$ cat src/rtl/cache_refill_arbiter_if.sv
// Cache-side and memory-side signals of the refill arbiter.
// The arbiter uses the master modport; the caches and memory controller use the slave modport.
interface cache_refill_arbiter_if #(
    parameter int unsigned BURST_WORDS = 4
);
    localparam int unsigned IDX_W = $clog2(BURST_WORDS);

    logic             ic_req;
    logic [31:0]      ic_addr;
    logic             dc_req;
    logic             dc_we;
    logic [31:0]      dc_addr;
    logic [31:0]      dc_wdata;
    logic [31:0]      mem_rdata;
    logic             mem_ready;
    logic             mem_cs;
    logic             mem_we;
    logic [31:0]      mem_addr;
    logic [31:0]      mem_wdata;
    logic [IDX_W-1:0] word_idx;
    logic             ic_rvalid;
    logic             dc_rvalid;
    logic             ic_done;
    logic             dc_done;
    logic             if_stall;
    logic             mem_stall;

    // mem_rdata travels straight from memory to both caches, qualified by the rvalids.
    modport master (
        input  ic_req, ic_addr, dc_req, dc_we, dc_addr, dc_wdata, mem_ready,
        output mem_cs, mem_we, mem_addr, mem_wdata, word_idx,
               ic_rvalid, dc_rvalid, ic_done, dc_done, if_stall, mem_stall
    );

    modport slave (
        output ic_req, ic_addr, dc_req, dc_we, dc_addr, dc_wdata, mem_rdata, mem_ready,
        input  mem_cs, mem_we, mem_addr, mem_wdata, word_idx,
               ic_rvalid, dc_rvalid, ic_done, dc_done, if_stall, mem_stall
    );
endinterface

$ cat src/rtl/cache_refill_arbiter.sv
// Arbitrates the external memory port between I-cache refills and D-cache refill/write-back
// bursts, producing done pulses and pipeline stall levels.
module cache_refill_arbiter #(
    parameter int unsigned BURST_WORDS = 4
) (
    input logic                    clock,
    input logic                    reset,
    cache_refill_arbiter_if.master bus
);
    localparam int unsigned IDX_W    = $clog2(BURST_WORDS);
    localparam logic [31:0] LOW_MASK = 32'(BURST_WORDS * 4 - 1);

    typedef enum logic [1:0] {
        S_IDLE,
        S_IC_BURST,
        S_DC_BURST,
        S_DONE
    } state_t;

    state_t           r_state;
    logic             r_last_dc;
    logic             r_mem_cs;
    logic             r_mem_we;
    logic             r_ic_done;
    logic             r_dc_done;
    logic [IDX_W-1:0] r_word_idx;
    logic [31:0]      r_base;

    logic             w_grant_dc;
    logic             w_last_word;

    // On a tie the requester that did not own the previous burst wins.
    assign w_grant_dc  = bus.dc_req & (~bus.ic_req | ~r_last_dc);
    assign w_last_word = (r_word_idx == IDX_W'(BURST_WORDS - 1));

    always_ff @(posedge clock or posedge reset) begin
        if (reset) begin
            r_state    <= S_IDLE;
            r_last_dc  <= 1'b0;
            r_mem_cs   <= 1'b0;
            r_mem_we   <= 1'b0;
            r_ic_done  <= 1'b0;
            r_dc_done  <= 1'b0;
            r_word_idx <= '0;
            r_base     <= '0;
        end else begin
            r_ic_done <= 1'b0;
            r_dc_done <= 1'b0;
            case (r_state)
                S_IDLE: begin
                    if (bus.ic_req | bus.dc_req) begin
                        r_state    <= w_grant_dc ? S_DC_BURST : S_IC_BURST;
                        r_last_dc  <= w_grant_dc;
                        r_base     <= (w_grant_dc ? bus.dc_addr : bus.ic_addr) & ~LOW_MASK;
                        r_word_idx <= '0;
                        r_mem_cs   <= 1'b1;
                        r_mem_we   <= w_grant_dc & bus.dc_we;
                    end
                end
                S_IC_BURST, S_DC_BURST: begin
                    if (bus.mem_ready) begin
                        // Power-of-two burst length makes the increment wrap to 0 on the last word.
                        r_word_idx <= r_word_idx + IDX_W'(1);
                        if (w_last_word) begin
                            r_state   <= S_DONE;
                            r_mem_cs  <= 1'b0;
                            r_mem_we  <= 1'b0;
                            r_ic_done <= ~r_last_dc;
                            r_dc_done <= r_last_dc;
                        end
                    end
                end
                S_DONE: begin
                    r_state <= S_IDLE;
                end
                default: begin
                    r_state <= S_IDLE;
                end
            endcase
        end
    end

    assign bus.mem_cs    = r_mem_cs;
    assign bus.mem_we    = r_mem_we;
    assign bus.mem_addr  = r_base | (32'(r_word_idx) << 2);
    assign bus.mem_wdata = bus.dc_wdata;
    assign bus.word_idx  = r_word_idx;
    assign bus.ic_rvalid = bus.mem_ready & (r_state == S_IC_BURST);
    assign bus.dc_rvalid = bus.mem_ready & (r_state == S_DC_BURST) & ~r_mem_we;
    assign bus.ic_done   = r_ic_done;
    assign bus.dc_done   = r_dc_done;
    assign bus.if_stall  = bus.ic_req & ~r_ic_done;
    assign bus.mem_stall = bus.dc_req & ~r_dc_done;
endmodule

$ cat src/flat_wrapper.sv
// flat-port wrapper written by rule: the top's interface ports become plain ports
module cache_refill_arbiter_flat 
#(
    parameter int unsigned BURST_WORDS = 4
)
  (clock, reset, bus_ic_req, bus_ic_addr, bus_dc_req, bus_dc_we, bus_dc_addr, bus_dc_wdata, bus_mem_ready, bus_mem_cs, bus_mem_we, bus_mem_addr, bus_mem_wdata, bus_word_idx, bus_ic_rvalid, bus_dc_rvalid, bus_ic_done, bus_dc_done, bus_if_stall, bus_mem_stall);
  cache_refill_arbiter_if #(.BURST_WORDS(BURST_WORDS)) bus_i ();
  input logic clock;
  input logic reset;
  input wire logic [$bits(bus_i.ic_req)-1:0] bus_ic_req;
  input wire logic [$bits(bus_i.ic_addr)-1:0] bus_ic_addr;
  input wire logic [$bits(bus_i.dc_req)-1:0] bus_dc_req;
  input wire logic [$bits(bus_i.dc_we)-1:0] bus_dc_we;
  input wire logic [$bits(bus_i.dc_addr)-1:0] bus_dc_addr;
  input wire logic [$bits(bus_i.dc_wdata)-1:0] bus_dc_wdata;
  input wire logic [$bits(bus_i.mem_ready)-1:0] bus_mem_ready;
  output wire logic [$bits(bus_i.mem_cs)-1:0] bus_mem_cs;
  output wire logic [$bits(bus_i.mem_we)-1:0] bus_mem_we;
  output wire logic [$bits(bus_i.mem_addr)-1:0] bus_mem_addr;
  output wire logic [$bits(bus_i.mem_wdata)-1:0] bus_mem_wdata;
  output wire logic [$bits(bus_i.word_idx)-1:0] bus_word_idx;
  output wire logic [$bits(bus_i.ic_rvalid)-1:0] bus_ic_rvalid;
  output wire logic [$bits(bus_i.dc_rvalid)-1:0] bus_dc_rvalid;
  output wire logic [$bits(bus_i.ic_done)-1:0] bus_ic_done;
  output wire logic [$bits(bus_i.dc_done)-1:0] bus_dc_done;
  output wire logic [$bits(bus_i.if_stall)-1:0] bus_if_stall;
  output wire logic [$bits(bus_i.mem_stall)-1:0] bus_mem_stall;
  assign bus_i.ic_req = bus_ic_req;
  assign bus_i.ic_addr = bus_ic_addr;
  assign bus_i.dc_req = bus_dc_req;
  assign bus_i.dc_we = bus_dc_we;
  assign bus_i.dc_addr = bus_dc_addr;
  assign bus_i.dc_wdata = bus_dc_wdata;
  assign bus_i.mem_ready = bus_mem_ready;
  assign bus_mem_cs = bus_i.mem_cs;
  assign bus_mem_we = bus_i.mem_we;
  assign bus_mem_addr = bus_i.mem_addr;
  assign bus_mem_wdata = bus_i.mem_wdata;
  assign bus_word_idx = bus_i.word_idx;
  assign bus_ic_rvalid = bus_i.ic_rvalid;
  assign bus_dc_rvalid = bus_i.dc_rvalid;
  assign bus_ic_done = bus_i.ic_done;
  assign bus_dc_done = bus_i.dc_done;
  assign bus_if_stall = bus_i.if_stall;
  assign bus_mem_stall = bus_i.mem_stall;
  cache_refill_arbiter #(.BURST_WORDS(BURST_WORDS)) u_core (.clock(clock), .reset(reset), .bus(bus_i));
endmodule
$ cat config.mk
export PLATFORM = sky130hd
export DESIGN_NAME = cache_refill_arbiter_flat
export DESIGN_NICKNAME = d
export VERILOG_FILES = /design/src/rtl/cache_refill_arbiter_if.sv /design/src/rtl/cache_refill_arbiter.sv /design/src/flat_wrapper.sv
export SDC_FILE = /design/constraint.sdc
export NUM_CORES = 1
export LEC_CHECK = 0
export BUFFER_PORTS_ARGS = -buffer_cell sky130_fd_sc_hd__buf_4
export CAP_MARGIN = 40
export CORE_UTILIZATION = 36
export CTS_BUF_LIST = sky130_fd_sc_hd__clkbuf_8
export DETAILED_ROUTE_END_ITERATION = 7
export PLACE_DENSITY = 0.79
export SLEW_MARGIN = 20
export SYNTH_ARGS = -nofsm -noshare
export SYNTH_HDL_FRONTEND = slang
export SYNTH_SLANG_ARGS = --single-unit
export TNS_END_PERCENT = 10
$ cat constraint.sdc
create_clock -name clock -period 1.6 [get_ports clock]
set_input_delay 0.32 -clock clock [delete_from_list [all_inputs] [get_ports clock]]
set_output_delay 0.32 -clock clock [all_outputs]
set_load 0.005 [all_outputs]
==> run metrics <==
Global Route Usage Sum=0.179; share of cells above drive strength 1=0.415; DRT iter0 DRCs=between 60 and 70; crit start category=register; vias per cell=about 4.9; final worst-path cycle share=0.989; Post-DP Area=around 0.0027 mm^2; post-synthesis compound-gate area fraction=0.178; yosys warns=0; num ports=approximately 180; setup_tns=0 ps; WS Path Type=reg2reg; Pwr per Cell Area=between 1500 and 2000 mW/mm^2; ys async rst share=1.00; largest family of logic cells by synthesized area=compound AO/OA/AOI/OAI gates; Pre-antenna DRT Iters=4; CTS root buf=clkbuf_8; die area=0.00608 mm^2; Die Y-Extent=roughly 78 um; HP Class=in2async; met2 usage=0.326; clock slew at reported path FFs=around 80 ps; Clk Latency, worst-skew pair=between 200 and 300 ps; Final GP Congestion=between 0.7 and 0.8; pre-CTS WS=around 1.6 ps; register area share after synthesis=0.446; Sink Count=37; vias after detailed routing=~1900; CP endpoint kind=register; shortest period the worst path allows=between 1500 and 2000 ps; RSZ-0062 raised after global routing=yes; max cap viols=0; number of flops mapped to enable cells by yosys=0; Max stage delay on crit path=400 ps; Initial Utilization=0.375; Final Hold Slack=between 100 and 150 ps; first-pass GRT wire length=8.51 mm; nets=429; PortBufs=slightly above 100; Max clock buf depth=2; Critical-path top delay cell=ha_2; setup ws final=18.0 ps; Yosys top cell by area=dfrtp_1; met1 usage=0.203; fraction of the mapped netlist area in adder cells=0.0301; CTS Hold Bufs=0; worst-path cell chain=inv_2 > ha_2 > mux2i_2 > nor2_1 > mux2_1; synthesized area=0.00208 mm^2; Routed Antenna Nets=0; synthesis-to-finish area growth=35.8%; Final Skew=~5.6 ps; Top FF cell, synth=dfrtp_1; P_leak=around 1.4 nW; top cells by area, synth=dfrtp_1 45%, a21oi_1 14%, buf_4 14%, nor2_1 6.0%, nand2_1 5.6%; Hold Fails Final Rpt=0; gr busiest metal=met2; syn_area_per_cell=about 8.5 um^2; Std-Cell Rows=27; outcome=completed; CP max FO=7; number of synthesized register bits=37; post-synthesis mux area share=0.0253; DP Cell Count=around 390; diode count=0; library cells used by synthesis=27; Post-CTS Setup Inserts=0; vias in the first global route=1907; post-detail-place hpwl=just under 4 mm; Routed WL=5.26 mm; Die Width=just under 80 um; max-slew violation count=0; routed len/inst=around 13 um; drc violations=0; area fraction of the dominant cell type after synthesis=0.446; TritonCTS clock tree=built; initial antenna violation count=0; M3 GR Usage=0.0471; post-synthesis xor/xnor area fraction=0; required time worst endpoint=between 1500 and 2000 ps; Worst VDD drop=roughly 0.65 mV; total CTS buffers=5; Worst Path Arrival=between 1500 and 2000 ps; CTS HTree Levels=2; Synth Area in Simple Gates=0.149; Highest Clock Rate=roughly 0.63 GHz; largest net degree at the start of global routing=38; finished layout cell area=about 0.0028 mm^2; fin cells=a little under 400; total gr overflow=0; Syn Inst Count=between 200 and 250; setup violators final=0; Core ar.=between 0.005 and 0.006 mm^2
==> power breakdown <==
| group | internal, W | switching (W) | total, W |
|---|---|---|---|
| Sequential | 0.00139 | 0.000271 | 0.00166 |
| Clock | 0.000301 | 0.000342 | 0.000643 |
| Combinational | 0.00140 | 0.00119 | 0.00260 |
| Total | 0.00309 | 0.00181 | 0.00490 |
==> cell type report <==
cell class | count | area (um^2)
multi-input combinational | 155 | 812
sequential | 37 | 926
clock inverter | 3 | 17.5
inverter | 4 | 15.0
clock buffer | 5 | 68.8
timing repair buffer | 119 | 893
fill | 550 | 2720
tap | 72 | 90.1
==> sequential cells by signal, indices dropped and copies added (netlist names) <==
| signal | flops |
|---|---|
| u_core.bus.mem_cs | 1 |
| u_core.bus.ic_done | 1 |
| u_core.r_last_dc | 1 |
| u_core.r_state | 2 |
| u_core.bus.mem_we | 1 |
| u_core.bus.word_idx | 2 |
| u_core.bus.dc_done | 1 |
| u_core.r_base | 28 |
==> per-stage QoR <==
stage,power (W),util
2_1_floorplan,0.00303,-
3_3_place_gp,0.00414,0.493
3_5_place_dp,0.00426,0.493
4_1_cts,0.00493,0.509
5_1_grt,0.00536,0.509
6_report,0.00490,0.509
==> layout by cell type, fill, tap and decap left out, types with 2 or more instances in the layout <==
| cell type | count |
|---|---|
| a21oi_1 | 59 |
| buf_4 | 119 |
| clkbuf_8 | 5 |
| clkinv_2 | 2 |
| conb_1 | 2 |
| dfrtp_1 | 37 |
| ha_1 | 4 |
| inv_1 | 2 |
| inv_2 | 2 |
| mux2_1 | 2 |
| mux2i_1 | 2 |
| nand2_1 | 31 |
| nor2_1 | 33 |
| nor2b_1 | 4 |
| o31ai_1 | 2 |
==> kinds of logic (layout without fill, tap and decap cells) <==
logic type / Yosys count / count (layout)
and+or+nand+nor: 74 / 74
muxes: 5 / 5
other: 1 / 2
buffers and inverters: 53 / 131
DFF: 37 / 37
AOI/OAI and AO/OA: 69 / 69
adders and majority gates: 5 / 5
==> synthesized netlist by cell type (2+ instances only) <==
cell and n:
a21oi_1 59, ha_1 5, buf_4 38, nor2_1 33, nor2b_1 4, o21ai_0 2
buf_2 10, mux2i_1 3, o31ai_1 2, dfrtp_1 37, mux2_1 2, nand2_1 31
inv_1 4
==> path summary, 6_finish.rpt <==
path	start	to	slack, ps	depth (start not counted)
hold reg to reg	u_core.bus.mem_cs	u_core.bus.mem_cs	530	2
hold / removal	reset	u_core.r_base[4]	140	3
setup reg to reg	u_core.r_state[1]	u_core.bus.word_idx[0]	20	5
max in group asynchronous	reset	u_core.r_base[21]	1140	3
min in group clock	bus_ic_addr[30]	u_core.r_base[30]	260	3
setup / recovery	u_core.r_state[1]	u_core.bus.word_idx[0]	20	5
==> what timing repair did <==
item,CTS,global route
pin swaps,0,0
endpoints found under the hold margin,0,0
cloned,0,0
resized for setup,1,4
endpoints found under the setup margin,2,5
==> routing by layer <==
layer,part of all wire,up-vias
met5,0,-
met4,0.019,0
met3,0.082,16
met2,0.50,90
met1,0.40,891
li1,-,921
==> critical path: cells and delay by family (launching register included) <==
| family | cells | cell delay (ps) |
|---|---|---|
| muxes | 2 | 570 |
| adders and majority gates | 1 | 400 |
| DFF | 1 | 370 |
| and+or+nand+nor | 1 | 90 |
| buffers and inverters | 1 | 50 |
Power figures use the tool's default switching activity.
